[src/rtl/gpio_v2_pkg.sv]
// Shared register map for the APB GPIO block: byte offsets, register index enum
// and the offset decoder used by the top level.
package gpio_v2_pkg;

   localparam logic [7:0] OFF_DATA_IN   = 8'h00;
   localparam logic [7:0] OFF_DATA_OUT  = 8'h04;
   localparam logic [7:0] OFF_OUT_SET   = 8'h08;
   localparam logic [7:0] OFF_OUT_CLR   = 8'h0C;
   localparam logic [7:0] OFF_OUT_TGL   = 8'h10;
   localparam logic [7:0] OFF_OE        = 8'h14;
   localparam logic [7:0] OFF_INTR_EN   = 8'h18;
   localparam logic [7:0] OFF_INTR_POS  = 8'h1C;
   localparam logic [7:0] OFF_INTR_NEG  = 8'h20;
   localparam logic [7:0] OFF_INTR_LVL  = 8'h24;
   localparam logic [7:0] OFF_INTR_STAT = 8'h28;
   localparam logic [7:0] OFF_FILT_EN   = 8'h2C;
   localparam logic [7:0] OFF_FILT_CNT  = 8'h30;

   typedef enum logic [3:0] {
      REG_DATA_IN,
      REG_DATA_OUT,
      REG_OUT_SET,
      REG_OUT_CLR,
      REG_OUT_TGL,
      REG_OE,
      REG_INTR_EN,
      REG_INTR_POS,
      REG_INTR_NEG,
      REG_INTR_LVL,
      REG_INTR_STAT,
      REG_FILT_EN,
      REG_FILT_CNT,
      REG_NONE
   } regIdx_e;

   function automatic regIdx_e decodeOffset(input logic [7:0] off);
      case (off)
         OFF_DATA_IN:   return REG_DATA_IN;
         OFF_DATA_OUT:  return REG_DATA_OUT;
         OFF_OUT_SET:   return REG_OUT_SET;
         OFF_OUT_CLR:   return REG_OUT_CLR;
         OFF_OUT_TGL:   return REG_OUT_TGL;
         OFF_OE:        return REG_OE;
         OFF_INTR_EN:   return REG_INTR_EN;
         OFF_INTR_POS:  return REG_INTR_POS;
         OFF_INTR_NEG:  return REG_INTR_NEG;
         OFF_INTR_LVL:  return REG_INTR_LVL;
         OFF_INTR_STAT: return REG_INTR_STAT;
         OFF_FILT_EN:   return REG_FILT_EN;
         OFF_FILT_CNT:  return REG_FILT_CNT;
         default:       return REG_NONE;
      endcase
   endfunction

endpackage

[src/rtl/gpio_pin_filter.sv]
// Per-pin input path: 2-flop synchronizer followed by a glitch filter that only
// accepts a new level once it has persisted longer than the programmed threshold.
module gpio_pin_filter #(
   parameter int FILT_W = 4
) (
   input  logic              clk,
   input  logic              n_rst,
   input  logic              pin_i,
   input  logic              filt_en_i,
   input  logic [FILT_W-1:0] filt_cnt_i,
   output logic              filt_o
);

   logic              sync1Q, syncQ;
   logic              filtQ, filtD;
   logic [FILT_W-1:0] cntQ, cntD;

   always_ff @(posedge clk or negedge n_rst) begin
      if (!n_rst) begin
         sync1Q <= 1'b0;
         syncQ  <= 1'b0;
         filtQ  <= 1'b0;
         cntQ   <= '0;
      end else begin
         sync1Q <= pin_i;
         syncQ  <= sync1Q;
         filtQ  <= filtD;
         cntQ   <= cntD;
      end
   end

   // Threshold and enable are sampled live, so reprogramming affects a running count
   always_comb begin
      filtD = filtQ;
      cntD  = cntQ;
      if (!filt_en_i) begin
         filtD = syncQ;
         cntD  = '0;
      end else if (syncQ != filtQ) begin
         if (cntQ >= filt_cnt_i) begin
            filtD = syncQ;
            cntD  = '0;
         end else if (cntQ != '1) begin
            cntD = cntQ + FILT_W'(1);
         end
      end else begin
         cntD = '0;
      end
   end

   assign filt_o = filtQ;

endmodule

[src/rtl/gpio_v2.sv]
// APB GPIO controller: register file, set/clear/toggle output access, filtered
// inputs and sticky edge/level interrupts.
import gpio_v2_pkg::*;

module gpio_v2 #(
   parameter int NUM_PINS = 32,
   parameter int FILT_W   = 4
) (
   input  logic                clk,
   input  logic                n_rst,
   input  logic                PSEL,
   input  logic                PENABLE,
   input  logic                PWRITE,
   input  logic [31:0]         PADDR,
   input  logic [31:0]         PWDATA,
   output logic [31:0]         PRDATA,
   output logic                PREADY,
   output logic                PSLVERR,
   input  logic [NUM_PINS-1:0] gpio_in,
   output logic [NUM_PINS-1:0] gpio_out,
   output logic [NUM_PINS-1:0] gpio_oe,
   output logic                interrupt
);

   typedef logic [NUM_PINS-1:0] pinVec_t;

   pinVec_t dataOutQ, dataOutD, oeQ, oeD;
   pinVec_t intrEnQ, intrEnD, intrPosQ, intrPosD, intrNegQ, intrNegD;
   pinVec_t intrLvlQ, intrLvlD, intrStatQ, intrStatD, filtEnQ, filtEnD;
   pinVec_t filtVec, filtDlyQ, posEdge, negEdge, intrEvt, w1c, wdata;
   logic [FILT_W-1:0] filtCntQ, filtCntD;

   regIdx_e     regSel;
   logic        access, errAcc, wrOk;
   logic [31:0] rdVal;
   logic        unusedAddr;

   for (genvar i = 0; i < NUM_PINS; i++) begin : gPin
      gpio_pin_filter #(.FILT_W(FILT_W)) uFilt (
         .clk        (clk),
         .n_rst      (n_rst),
         .pin_i      (gpio_in[i]),
         .filt_en_i  (filtEnQ[i]),
         .filt_cnt_i (filtCntQ),
         .filt_o     (filtVec[i])
      );
   end

   assign unusedAddr = ^PADDR[31:8];
   assign regSel     = decodeOffset(PADDR[7:0]);
   assign access     = PSEL & PENABLE;
   assign wdata      = PWDATA[NUM_PINS-1:0];
   assign PREADY     = 1'b1;

   always_comb begin
      rdVal  = '0;
      errAcc = 1'b0;
      case (regSel)
         REG_DATA_IN:   begin rdVal = 32'(filtVec); errAcc = PWRITE; end
         REG_DATA_OUT:  rdVal = 32'(dataOutQ);
         REG_OUT_SET,
         REG_OUT_CLR,
         REG_OUT_TGL:   errAcc = ~PWRITE;
         REG_OE:        rdVal = 32'(oeQ);
         REG_INTR_EN:   rdVal = 32'(intrEnQ);
         REG_INTR_POS:  rdVal = 32'(intrPosQ);
         REG_INTR_NEG:  rdVal = 32'(intrNegQ);
         REG_INTR_LVL:  rdVal = 32'(intrLvlQ);
         REG_INTR_STAT: rdVal = 32'(intrStatQ);
         REG_FILT_EN:   rdVal = 32'(filtEnQ);
         REG_FILT_CNT:  rdVal = 32'(filtCntQ);
         default:       errAcc = 1'b1;
      endcase
   end

   // Response outputs are forced quiet while reset is asserted
   assign PRDATA  = (n_rst && access && !PWRITE && !errAcc) ? rdVal : '0;
   assign PSLVERR = n_rst && access && errAcc;
   assign wrOk    = access & PWRITE & ~errAcc;

   assign posEdge = filtVec & ~filtDlyQ;
   assign negEdge = ~filtVec & filtDlyQ;
   assign intrEvt = intrEnQ & ((intrLvlQ & filtVec) |
                    (~intrLvlQ & ((intrPosQ & posEdge) | (intrNegQ & negEdge))));
   assign w1c     = (wrOk && regSel == REG_INTR_STAT) ? wdata : '0;

   always_comb begin
      dataOutD  = dataOutQ;
      oeD       = oeQ;
      intrEnD   = intrEnQ;
      intrPosD  = intrPosQ;
      intrNegD  = intrNegQ;
      intrLvlD  = intrLvlQ;
      filtEnD   = filtEnQ;
      filtCntD  = filtCntQ;
      intrStatD = (intrStatQ & ~w1c) | intrEvt;
      if (wrOk) begin
         case (regSel)
            REG_DATA_OUT: dataOutD = wdata;
            REG_OUT_SET:  dataOutD = dataOutQ | wdata;
            REG_OUT_CLR:  dataOutD = dataOutQ & ~wdata;
            REG_OUT_TGL:  dataOutD = dataOutQ ^ wdata;
            REG_OE:       oeD      = wdata;
            REG_INTR_EN:  intrEnD  = wdata;
            REG_INTR_POS: intrPosD = wdata;
            REG_INTR_NEG: intrNegD = wdata;
            REG_INTR_LVL: intrLvlD = wdata;
            REG_FILT_EN:  filtEnD  = wdata;
            REG_FILT_CNT: filtCntD = PWDATA[FILT_W-1:0];
            default:      ;
         endcase
      end
   end

   always_ff @(posedge clk or negedge n_rst) begin
      if (!n_rst) begin
         dataOutQ  <= '0;
         oeQ       <= '0;
         intrEnQ   <= '0;
         intrPosQ  <= '0;
         intrNegQ  <= '0;
         intrLvlQ  <= '0;
         intrStatQ <= '0;
         filtEnQ   <= '0;
         filtCntQ  <= '0;
         filtDlyQ  <= '0;
      end else begin
         dataOutQ  <= dataOutD;
         oeQ       <= oeD;
         intrEnQ   <= intrEnD;
         intrPosQ  <= intrPosD;
         intrNegQ  <= intrNegD;
         intrLvlQ  <= intrLvlD;
         intrStatQ <= intrStatD;
         filtEnQ   <= filtEnD;
         filtCntQ  <= filtCntD;
         filtDlyQ  <= filtVec;
      end
   end

   assign gpio_out  = dataOutQ;
   assign gpio_oe   = oeQ;
   assign interrupt = |intrStatQ;

endmodule

[config.mk]
export PLATFORM = sky130hd
export DESIGN_NAME = gpio_v2
export DESIGN_NICKNAME = d
export VERILOG_FILES = /design/src/rtl/gpio_v2_pkg.sv /design/src/rtl/gpio_pin_filter.sv /design/src/rtl/gpio_v2.sv
export SDC_FILE = /design/constraint.sdc
export NUM_CORES = 1
export LEC_CHECK = 0
export CELL_PAD_IN_SITES_DETAIL_PLACEMENT = 0
export CELL_PAD_IN_SITES_GLOBAL_PLACEMENT = 1
export CORE_MARGIN = 4
export CORE_UTILIZATION = 47
export DETAILED_ROUTE_END_ITERATION = 12
export PLACE_DENSITY_LB_ADDON = 0.12
export SLEW_MARGIN = 20
export SYNTH_ARGS = -nofsm -noshare
export SYNTH_HDL_FRONTEND = slang
export SYNTH_SLANG_ARGS = --single-unit
[constraint.sdc]
create_clock -name clk -period 5 [get_ports clk]
set_input_delay 1.5 -clock clk [delete_from_list [all_inputs] [get_ports clk]]
set_output_delay 1.5 -clock clk [all_outputs]
set_load 0.01 [all_outputs]
# After elaboration in Yosys (flattened, before gate mapping)
# Memories as Yosys holds them, arrays and structs flattened.
# Cells that the tools add are included.
# op_classes
addsub	32
n_mul	0
div	0
n_lt_le_gt_ge	32
n_eq_ne	172
shifts	0
n_mux	230
n_bitwise	24
reduce_logical	53
# ops
operator	count
two-way mux 4 bit	129
one-hot mux 32 bit (10 select lines)	1
AND 32 bit	9
!= test 4 bit (second input constant)	64
NOT 32 bit	5
adder 4 x 1 -> 4 bit (second input constant)	32
>= comparator 4 bit	32
!= test 2 x 1 -> 1 bit (second input constant)	64
OR 32 bit	4
one-hot mux 32 bit (4 select lines)	1
two-way mux 1 bit	96
AND reduction 2 bit	40
two-way mux 32 bit	2
!= test 1 bit	32
OR reduction 32 bit	1
XOR 32 bit	1
== test 4 bit (second input constant)	5
== test 4 x 3 -> 1 bit (second input constant)	4
OR reduction 9 bit	1
== test 4 x 2 -> 1 bit (second input constant)	2
logical AND 1 bit	5
== test 4 x 1 -> 1 bit (second input constant)	1
logical NOT 4 bit	1
nonzero test 4 bit	1
other kinds (6)	10
# totals
ff_bits	516
latch_bits	0
mem_bits_rw	0
romBits	256
input_bits	101
elab_cells	682
memories	1
# memory_table
name	depth	width	read_ports	rd_ports_with_merged_regs	wr	line_no	source
(no name shown)	64	4	1	0	0	gpio_v2_pkg.sv:37	case (off)

# Logic depth before layout (Yosys ltp)
# Gate-level depths: netlist (run 1).
# depth
depth_word	12
depth_mapped	8
depth_no_buf	7

# Cells and area by module
# From an unflattened synthesis (run 1), not the netlist that was laid out.
# unflattened
cells_unflattened	2652
hier_area_um2	28745.1
# by_module_without_submodules
module	n_inst	cells_per_inst	area_each_um2	seq_area_each_um2
gpio_v2	1	1468	15972.8	7307.0
gpio_pin_filter	32	37	399.1	175.2

# Worst setup path after synthesis (run 1)
# OpenSTA, ideal clock, no wires.
# synth_timing
path_type	input -> output
startpoint	input port PADDR[7]
endpoint	output port PRDATA[27]
t_arrival_ns	3.120
slack_ns	0.380
cell_stages	6
n_path_buf	2
path_cell_list	or4_1 buf_6 buf_6 or3_1 a32o_1 a21oi_1
# synth_via
elab_chain_cells	8
# synth_rtl
item	line_no	source
start, declared	gpio_v2.sv:14	input logic [31:0] PADDR,
logical NOT 2 bit *	gpio_v2_pkg.sv:37	
two-way mux 4 bit *	gpio_v2_pkg.sv:37	
== test 4 bit, or another cell as far along	gpio_v2.sv:58	case (regSel)
OR reduction 9 bit (no source line) or OR reduction 3 bit (tied branches)	n/a	
one-hot mux 1 bit (3 select lines)	gpio_v2.sv:58	
logical NOT 1 bit	gpio_v2.sv:77	assign PRDATA = (n_rst && access && !PWRITE && !errAcc) ? rdVal : '0;
logical AND 1 bit	gpio_v2.sv:77	
two-way mux 32 bit *	gpio_v2.sv:77	
end, declared	gpio_v2.sv:16	output logic [31:0] PRDATA,
# Every way passes the cells marked *; elsewhere a longest branch is shown, timed or not.

# Final worst setup path (run 1)
# layout_timing
startpoint	input port PADDR[0]
endpoint	output port PRDATA[26]
# layout_via
elab_chain_cells	8
# layout_rtl
item	line_no
memory read (64 x 4 bit) *	n/a
two-way mux 4 bit *	gpio_v2_pkg.sv:37
== test 4 bit, or another cell as far along	gpio_v2.sv:58
OR reduction 9 bit (no source line) or OR reduction 3 bit (tied branches)	n/a
one-hot mux 1 bit (3 select lines)	gpio_v2.sv:58
logical NOT 1 bit	gpio_v2.sv:77
logical AND 1 bit	gpio_v2.sv:77
two-way mux 32 bit *	gpio_v2.sv:77
# Marked as above.

==> results of run 1 <==
==> per-layer routing <==
metal | GRT usage [%] | vias to the layer above
met2 | 42.5 | 789
met5 | 0 | -
met1 | 37.3 | 11200
met4 | 9.16 | 2
met3 | 4.85 | 164
li1 | - | 10300
==> flip-flops by register name, summed over array words and instances (netlist names) <==
| signal | count |
|---|---|
| intrLvlQ | 32 |
| intrEnQ | 32 |
| gPin.uFilt.cntQ | 128 |
| gPin.uFilt.syncQ | 32 |
| intrNegQ | 32 |
| filtCntQ | 4 |
| intrStatQ | 32 |
| gPin.uFilt.sync1Q | 32 |
| gPin.uFilt.filt_o | 32 |
| gpio_out | 32 |
| filtDlyQ | 32 |
| filtEnQ | 32 |
| intrPosQ | 32 |
| gpio_oe | 32 |
==> cell usage in the layout, fill, tap and decap left out, types with 44 or more instances in the layout <==
cell type	n
dfrtp_1	515
ha_1	224
nor2_1	211
o21ai_0	192
nand2_1	190
mux2_2	172
buf_4	161
clkdlybuf4s50_1	132
inv_1	130
nand3_1	94
a21oi_1	80
nor3_1	72
nor2b_1	67
clkbuf_16	61
mux2i_1	53
a21o_1	52
a22o_1	48
nand3b_1	45
a31oi_1	44
==> layout make-up <==
type	instances	area (um2)	area share [%]
sequential	516	12900	38.0
inverter	133	499	1.47
tap	765	957	2.82
clock inverter	4	70.1	0.206
clock buffer	95	1810	5.35
timing repair buffer	371	3530	10.4
multi-input combinational	1933	14200	41.7
==> cells by family (layout without fill, tap and decap cells) <==
group / Yosys count / in the layout / synth area share [%]
xor gates and xnor gates: 66 / 66 / 2.08
other: 1 / 1 / 0.0135
AOI/OAI and AO/OA: 595 / 595 / 13.8
adders and majority gates: 224 / 224 / 10.1
buffers and inverters: 235 / 603 / 3.45
and+or+nand+nor: 812 / 812 / 14.6
muxes: 235 / 235 / 9.47
DFF: 516 / 516 / 46.6
==> what timing repair did <==
action / 4_1_cts / 5_1_grt
cloned: 1 / 0
gates resized for setup: 175 / 35
endpoints found under the setup margin: 33 / 31
pin swaps: 29 / 23
buffers inserted: 30 / 1
==> where the power goes <==
part           switching [mW]  internal, mW
combinational           0.390         0.285
clock                    1.73          2.54
sequential              0.108          4.28
total                    2.23          7.11
==> per-stage QoR <==
| step | hold WS [ps] | util [%] |
|---|---|---|
| after floorplan | 331 | - |
| after global placement | 332 | 54.4 |
| after detailed placement | 335 | 54.4 |
| after CTS | 348 | 58.4 |
| after global routing | 351 | 58.5 |
| final | 347 | 58.5 |
==> worst max-delay path, stage by stage <==
cell      delay, ps
buf_6            90
or4_4           540
buf_12          170
buf_12          130
nor2_8          140
buf_12          190
nand3b_1        100
a21o_1          190
a31oi_2         240
buf_2           180
==> how the worst max path moves through the flow <==
| stage | from | endpoint | slack (ps) | cells after the start |
|---|---|---|---|---|
| after floorplan | PADDR[7] | PRDATA[27] | 380 | 6 |
| after detailed placement | PADDR[7] | PRDATA[2] | -880 | 10 |
| final | PADDR[0] | PRDATA[26] | 20 | 10 |
| after global routing | PADDR[0] | PRDATA[12] | -30 | 10 |
| after CTS | PADDR[0] | PRDATA[12] | -40 | 10 |
| after global placement | PADDR[7] | PRDATA[2] | -820 | 10 |
==> results.json, run 1 <==
{
  "status": "finished clean",
  "path_max_fanout": 8,
  "top_layer": "met5",
  "synth.most_common_cell": "dfrtp_1",
  "ant_nets": 0,
  "place_congestion": 0.882,
  "yosys_warnings": 0,
  "ys_async_sr_fraction_pct": 100,
  "cts_tree": "yes",
  "final-hold-violation-count": 0,
  "wl_met2_mm": 38.7,
  "fp-row-count": 88,
  "grt_first_pass_wirelength_mm": 133,
  "hold_path_class": "flop to flop",
  "syn-num-nets": 3009,
  "synth-edff-count": 0,
  "path_clk_slew_ps": 50,
  "cap_violations": 0,
  "cts_root_buf": "clkbuf_16",
  "critical_path_class": "primary input to output port",
  "setup_viol_count_final": 0,
  "setup_slack_ps": 21.8,
  "yosys_most_used_dff": "dfrtp_1",
  "worstHoldEndpoint": "gPin[28].uFilt.syncQ$_DFF_PN0_",
  "avgSynthCellArea_um2": 10.3,
  "clkLatencyLatePin_ps": 620,
  "netlist_top_cells_area": "dfrtp_1 (47%), ha_1 (10%), mux2_2 (7.0%)",
  "placed_cells": 3691,
  "tns_ps": 0,
  "p_per_area_nw_per_um2": 275,
  "hold_start": "gPin[28].uFilt.sync1Q$_DFF_PN0_",
  "end_kind": "output port",
  "wl_mm": 85.1,
  "start_kind": "primary input",
  "hold_depth": 0,
  "worst_slew_pin_slew_ps": 968,
  "first_pass_iters": 5,
  "antenna_found_initial": 2,
  "ys_types": 62,
  "routed_via_density": 5.89,
  "met3_length_mm": 6.17,
  "die_area_um2": 63000,
  "fin_crit_sh_pct": 99.6,
  "drc_errors": 0,
  "ir_worst_vdd_v": 0.000264,
  "clock.fmax_mhz": 201,
  "drtIter0Drc": 1841,
  "layout-drive-gt1-share_pct": 18.2,
  "p_leak_nw": 15.6,
  "syn_area_um2": 27700,
  "dp_slack_ps": -880,
  "num_vias": 22500,
  "grt_usage_pct": 26.8,
  "power.total_mw": 9.33,
  "top_level_ports": 200,
  "postSynthCellCount": 2684,
  "cts_buffer_depth": 3,
  "hold_buffers": 0,
  "synth-seq-cells": 516,
  "cts.htree.levels": 2,
  "skew_ps": 13.5,
  "synth_top_cell_area_share_pct": 46.6,
  "numCtsBuffers": 59,
  "first_global_vias": 22800,
  "rsz0062_at_grt": "yes",
  "arrival_ps": 3480,
  "grt_max_degree": 144,
  "dp_hpwl_mm": 58.1,
  "fillers": 4936,
  "synth_top_cell_by_area": "dfrtp_1",
  "overflow": 0,
  "start_util_pct": 47.8,
  "antennaDiodeCount": 0,
  "rr_worst_depth": 7,
  "ys_seq_area_share_pct": 46.6,
  "drt-met1-wl_mm": 37.5,
  "final_nets": 3339,
  "cts_sinks": 516,
  "critical_path_required_ps": 3500,
  "chipHeight_um": 251,
  "reg2reg_slack_ps": 2340,
  "portBuffers": 174,
  "coreArea_um2": 58000,
  "stdcell_area_um2": 33900,
  "post_drt_wl_per_cell_um": 22.3,
  "r2r-start": "filtCntQ[1]$_DFFE_PN0P_",
  "synth_commonest_cells": "dfrtp_1 (516), ha_1 (224), nor2_1 (214)",
  "final_cells": 3817,
  "place_area_um2": 31600,
  "min_period_ps": 4980,
  "slew_headroom_pct": 35.5,
  "die_w_um": 251,
  "drv_slew": 0,
  "timing.rr.end": "gPin[20].uFilt.cntQ[2]$_DFFE_PN0P_",
  "area_growth_pct": 22.4
}
No activity file was read; power rests on OpenSTA's default activity.
==> run 2, diff against run 1 <==
--- a/config.mk
+++ b/config.mk
@@ -7,6 +7,7 @@
 export LEC_CHECK = 0
 export CELL_PAD_IN_SITES_DETAIL_PLACEMENT = 0
 export CELL_PAD_IN_SITES_GLOBAL_PLACEMENT = 1
+export CORE_ASPECT_RATIO = 1.75
 export CORE_MARGIN = 4
 export CORE_UTILIZATION = 47
 export DETAILED_ROUTE_END_ITERATION = 12
==> results.json, run 2 (same netlist as run 1, synthesis figures left out) <==
{
  "grt_usage_pct": 27.3,
  "tns_ps": -305,
  "skew_ps": 15.2,
  "num_vias": 22300,
  "start_util_pct": 47.6,
  "path_clk_slew_ps": 60,
  "cap_violations": 0,
  "worst_slew_pin_slew_ps": 1080,
  "rsz0062_at_grt": "yes",
  "min_period_ps": 5050,
  "drtIter0Drc": 1463,
  "arrival_ps": 3550,
  "dp_hpwl_mm": 59.6,
  "hold_start": "gPin[8].uFilt.sync1Q$_DFF_PN0_",
  "first_global_vias": 23000,
  "fp-row-count": 117,
  "die_area_um2": 63100,
  "numCtsBuffers": 53,
  "grt_first_pass_wirelength_mm": 134,
  "p_per_area_nw_per_um2": 267,
  "final_nets": 3338,
  "reg2reg_slack_ps": 2340,
  "ir_worst_vdd_v": 0.000246,
  "clkLatencyLatePin_ps": 620,
  "top_register": "gPin.uFilt.cntQ",
  "fin_crit_sh_pct": 101,
  "status": "complete, but fails checks",
  "start_kind": "primary input",
  "largest_reg_flops": 128,
  "ant_nets": 0,
  "die_w_um": 192,
  "first_pass_iters": 5,
  "area_growth_pct": 22.3,
  "clock.fmax_mhz": 198,
  "antenna_found_initial": 2,
  "setup_viol_count_final": 11,
  "p_leak_nw": 15.6,
  "power.total_mw": 9.05,
  "whs_ps": 347,
  "cts.htree.levels": 2,
  "cts_root_buf": "clkbuf_16",
  "r2r-start": "filtCntQ[3]$_DFFE_PN0P_",
  "final-hold-violation-count": 0,
  "layout-drive-gt1-share_pct": 18.5,
  "drv_slew": 0,
  "cts_buffer_depth": 3,
  "slew_headroom_pct": 28.0,
  "critical_path_required_ps": 3500,
  "top_level_ports": 200,
  "routed_via_density": 5.84,
  "path_max_fanout": 7,
  "cts_tree": "yes",
  "post_drt_wl_per_cell_um": 22.6,
  "coreArea_um2": 58300,
  "fin_util_pct": 58.2,
  "portBuffers": 174,
  "critical_path_class": "primary input to output port",
  "place_congestion": 0.900,
  "drc_errors": 0,
  "wl_mm": 86.5,
  "hold_path_class": "flop to flop",
  "setup_slack_ps": -51.8,
  "end_kind": "output port",
  "final_common_cell": "dfrtp_1",
  "timing.rr.end": "gPin[19].uFilt.filt_o$_DFFE_PN0P_",
  "chipHeight_um": 329,
  "final_cell_mix": "dfrtp_1 (515), ha_1 (224), nor2_1 (213), o21ai_0 (191), nand2_1 (189)",
  "hold_depth": 0,
  "violations": "negative setup slack",
  "rr_worst_depth": 6,
  "cts_sinks": 516,
  "worstHoldEndpoint": "gPin[8].uFilt.syncQ$_DFF_PN0_",
  "grt_max_degree": 163,
  "overflow": 0
}
==> run 2: changes by cell type in the layout (fill, tap and decap cells not counted), sizes merged, moves of 2 or more <==
cell / change
bufinv: +2
buf: +7
clkinvlp: +2
clkinv: +14
clkbuf: -21
clkdlybuf4s15: -3
diode: +3
==> run 2: timing repair <==
item / in CTS / in global routing
buffers inserted: 20 / 6
cloned: 2 / 2
hold endpoints to repair: 0 / 0
pin swaps: 35 / 33
resized for setup: 190 / 48
endpoints found under the setup margin: 33 / 32
hold buffers: 0 / 0
==> run 2: routing by layer <==
metal,track usage (%),part of all wire [%]
met5,0,0
met3,3.56,4.8
met2,47.6,50
met1,34.1,40
met4,11.2,4.8
==> run 2: worst max-delay path by stage <==
stage / startpoint / endpoint / slack (ps) / cells past startpoint
2_1_floorplan: PADDR[7] / PRDATA[27] / 380 / 6
3_3_place_gp: PADDR[7] / PRDATA[13] / -870 / 11
3_5_place_dp: PADDR[7] / PRDATA[11] / -880 / 10
4_1_cts: PADDR[1] / PRDATA[2] / -60 / 11
5_1_grt: PADDR[6] / PRDATA[5] / -110 / 11
6_report: PADDR[6] / PRDATA[27] / -50 / 10
==> run 2: area by class of cell <==
| cell class | instances | area, um2 |
|---|---|---|
| Tap cell | 773 | 967 |
| Timing Repair Buffer | 376 | 3640 |
| Clock inverter | 21 | 221 |
| Sequential cell | 516 | 12900 |
| Multi-Input combinational cell | 1933 | 14200 |
| Inverter | 133 | 499 |
| Fill cell | 5046 | 24400 |
| Clock buffer | 72 | 1470 |
| Antenna cell | 3 | 7.51 |
==> run 2: worst max-delay path, stage by stage <==
cell	delay, ps
buf_6	90
or4_4	590
buf_12	180
nor2_4	180
buf_4	150
buf_6	140
a31oi_1	90
a32o_1	240
a21oi_2	210
buf_2	170
==> run 2: stage by stage <==
step | worst slack [ps] | std cells | cell area, um2
final | -51.8 | 3827 | 33900
after global routing | -109 | 3825 | 33900
after CTS | -55.3 | 3818 | 33700
after detailed placement | -879 | 3705 | 31600
after global placement | -871 | 3705 | 31600
after floorplan | 380 | 2684 | 27700
==> run 2: where the power goes <==
part,internal [mW],switching (mW),leakage (nW)
logic,0.291,0.395,7.89
registers,4.27,0.114,6.87
clock network,2.26,1.72,0.835
==> run 3, diff against run 2 <==
--- a/config.mk
+++ b/config.mk
@@ -12,6 +12,7 @@
 export CORE_UTILIZATION = 47
 export DETAILED_ROUTE_END_ITERATION = 12
 export PLACE_DENSITY_LB_ADDON = 0.12
+export SETUP_SLACK_MARGIN = 0.5
 export SLEW_MARGIN = 20
 export SYNTH_ARGS = -nofsm -noshare
 export SYNTH_HDL_FRONTEND = slang
==> results.json, run 3 (same netlist as run 1, synthesis figures left out) <==
{
  "dp_hpwl_mm": 59.5,
  "grt_first_pass_wirelength_mm": 132,
  "grt_max_degree": 158,
  "power.total_mw": 9.10,
  "place_congestion": 0.901,
  "setup_slack_ps": -25.8,
  "setup_viol_count_final": 8,
  "grt_util_met1_pct": 33.0,
  "die_w_um": 192,
  "end_kind": "output port",
  "hold_path_class": "flop to flop",
  "final_cell_mix": "dfrtp_1 (515), ha_1 (224), nor2_1 (212), o21ai_0 (191), nand2_1 (191)",
  "fp-row-count": 117,
  "rsz0062_at_grt": "yes",
  "top_level_ports": 200,
  "drv_slew": 0,
  "timing.rr.end": "gPin[8].uFilt.filt_o$_DFFE_PN0P_",
  "final_nets": 3320,
  "first_pass_iters": 5,
  "overflow": 0,
  "drc_errors": 0,
  "fin_util_pct": 58.3,
  "slew_headroom_pct": 34.4,
  "grt-busiest-layer": "met2",
  "num_vias": 22200,
  "stdcell_area_um2": 34000,
  "largest_reg_flops": 128,
  "grt_usage_pct": 27.0,
  "arrival_ps": 3530,
  "final_common_cell": "dfrtp_1",
  "min_period_ps": 5030,
  "layout-drive-gt1-share_pct": 18.2,
  "path_clk_slew_ps": 60,
  "die_area_um2": 63100,
  "placed_cells": 3687,
  "area_growth_pct": 22.5,
  "start_util_pct": 47.6,
  "cts_buffer_depth": 3,
  "antenna_found_initial": 4,
  "whs_ps": 346,
  "dp_slack_ps": -808,
  "cts_tree": "yes",
  "path_max_fanout": 6,
  "coreArea_um2": 58300,
  "p_leak_nw": 15.5,
  "critical_path_required_ps": 3500,
  "clkLatencyLatePin_ps": 610,
  "hold_buffers": 0,
  "p_per_area_nw_per_um2": 268,
  "cts_sinks": 516,
  "place_area_um2": 31500,
  "critical_path.endpoint": "PRDATA[25]",
  "critical_path_class": "primary input to output port",
  "fin_crit_sh_pct": 101,
  "wl_mm": 85.3,
  "cts_root_buf": "clkbuf_16",
  "numCtsBuffers": 51,
  "grt_util_met2_pct": 46.6,
  "routed_via_density": 5.82,
  "worst_slew_pin_slew_ps": 983,
  "start_kind": "primary input",
  "final-hold-violation-count": 0,
  "chipHeight_um": 329,
  "rr_worst_depth": 6,
  "tns_ps": -103,
  "ant_nets": 0,
  "clock.fmax_mhz": 199,
  "top_register": "gPin.uFilt.cntQ",
  "post_drt_wl_per_cell_um": 22.4,
  "violations": "negative setup slack",
  "cts.htree.levels": 2,
  "cap_violations": 0,
  "drtIter0Drc": 1460,
  "skew_ps": 16.3,
  "ir_worst_vdd_v": 0.000331,
  "first_global_vias": 22700,
  "final_cells": 3810,
  "portBuffers": 174,
  "reg2reg_slack_ps": 2370,
  "met3_usage_pct": 4.06,
  "crit_start": "PADDR[6]",
  "status": "complete, but fails checks",
  "r2r-start": "filtCntQ[2]$_DFFE_PN0P_"
}
run 3: cell type report:
type                       count  area, um2
fill                        5109      24300
multi-input combinational   1933      14300
sequential                   516      12900
timing repair buffer         360       3490
clock buffer                  76       1560
tap                          773        967
inverter                     133        499
clock inverter                16        185
antenna                        3       7.51
run 3: metal layers:
layer / vias up / wire length (um)
met5: - / 13
met4: 2 / 4700
met3: 224 / 4530
met2: 655 / 42700
met1: 11000 / 33400
li1: 10300 / -
run 3: what timing repair did:
action,4_1_cts,5_1_grt
pin swaps,29,5
resized for setup,245,11
setup endpoints to repair,33,33
buffers inserted,26,0
gates cloned,2,0
run 3: how the worst min path moves through the flow:
stage                               startpoint                        endpoint  slack (ps)  cells after the start
2_1_floorplan   gPin[0].uFilt.sync1Q$_DFF_PN0_   gPin[0].uFilt.syncQ$_DFF_PN0_         330                      0
3_3_place_gp   gPin[12].uFilt.sync1Q$_DFF_PN0_  gPin[12].uFilt.syncQ$_DFF_PN0_         330                      0
3_5_place_dp    gPin[5].uFilt.sync1Q$_DFF_PN0_   gPin[5].uFilt.syncQ$_DFF_PN0_         330                      0
4_1_cts        gPin[31].uFilt.sync1Q$_DFF_PN0_  gPin[31].uFilt.syncQ$_DFF_PN0_         350                      0
5_1_grt        gPin[18].uFilt.sync1Q$_DFF_PN0_  gPin[18].uFilt.syncQ$_DFF_PN0_         350                      0
6_report       gPin[31].uFilt.sync1Q$_DFF_PN0_  gPin[31].uFilt.syncQ$_DFF_PN0_         350                      0
run 3: report_power, final:
part           internal [mW]  leakage, nW  switching, mW
clock network           2.36        0.866           1.70
registers               4.27         6.87          0.113
logic                  0.275         7.77          0.380
run 3: worst max-delay path, cell delays in order:
cell,delay (ps)
buf_2,110
or4_4,570
buf_6,180
buf_4,160
nor2_4,120
buf_12,140
buf_4,110
nand3_1,70
a21o_1,200
a31oi_2,200
buf_2,170
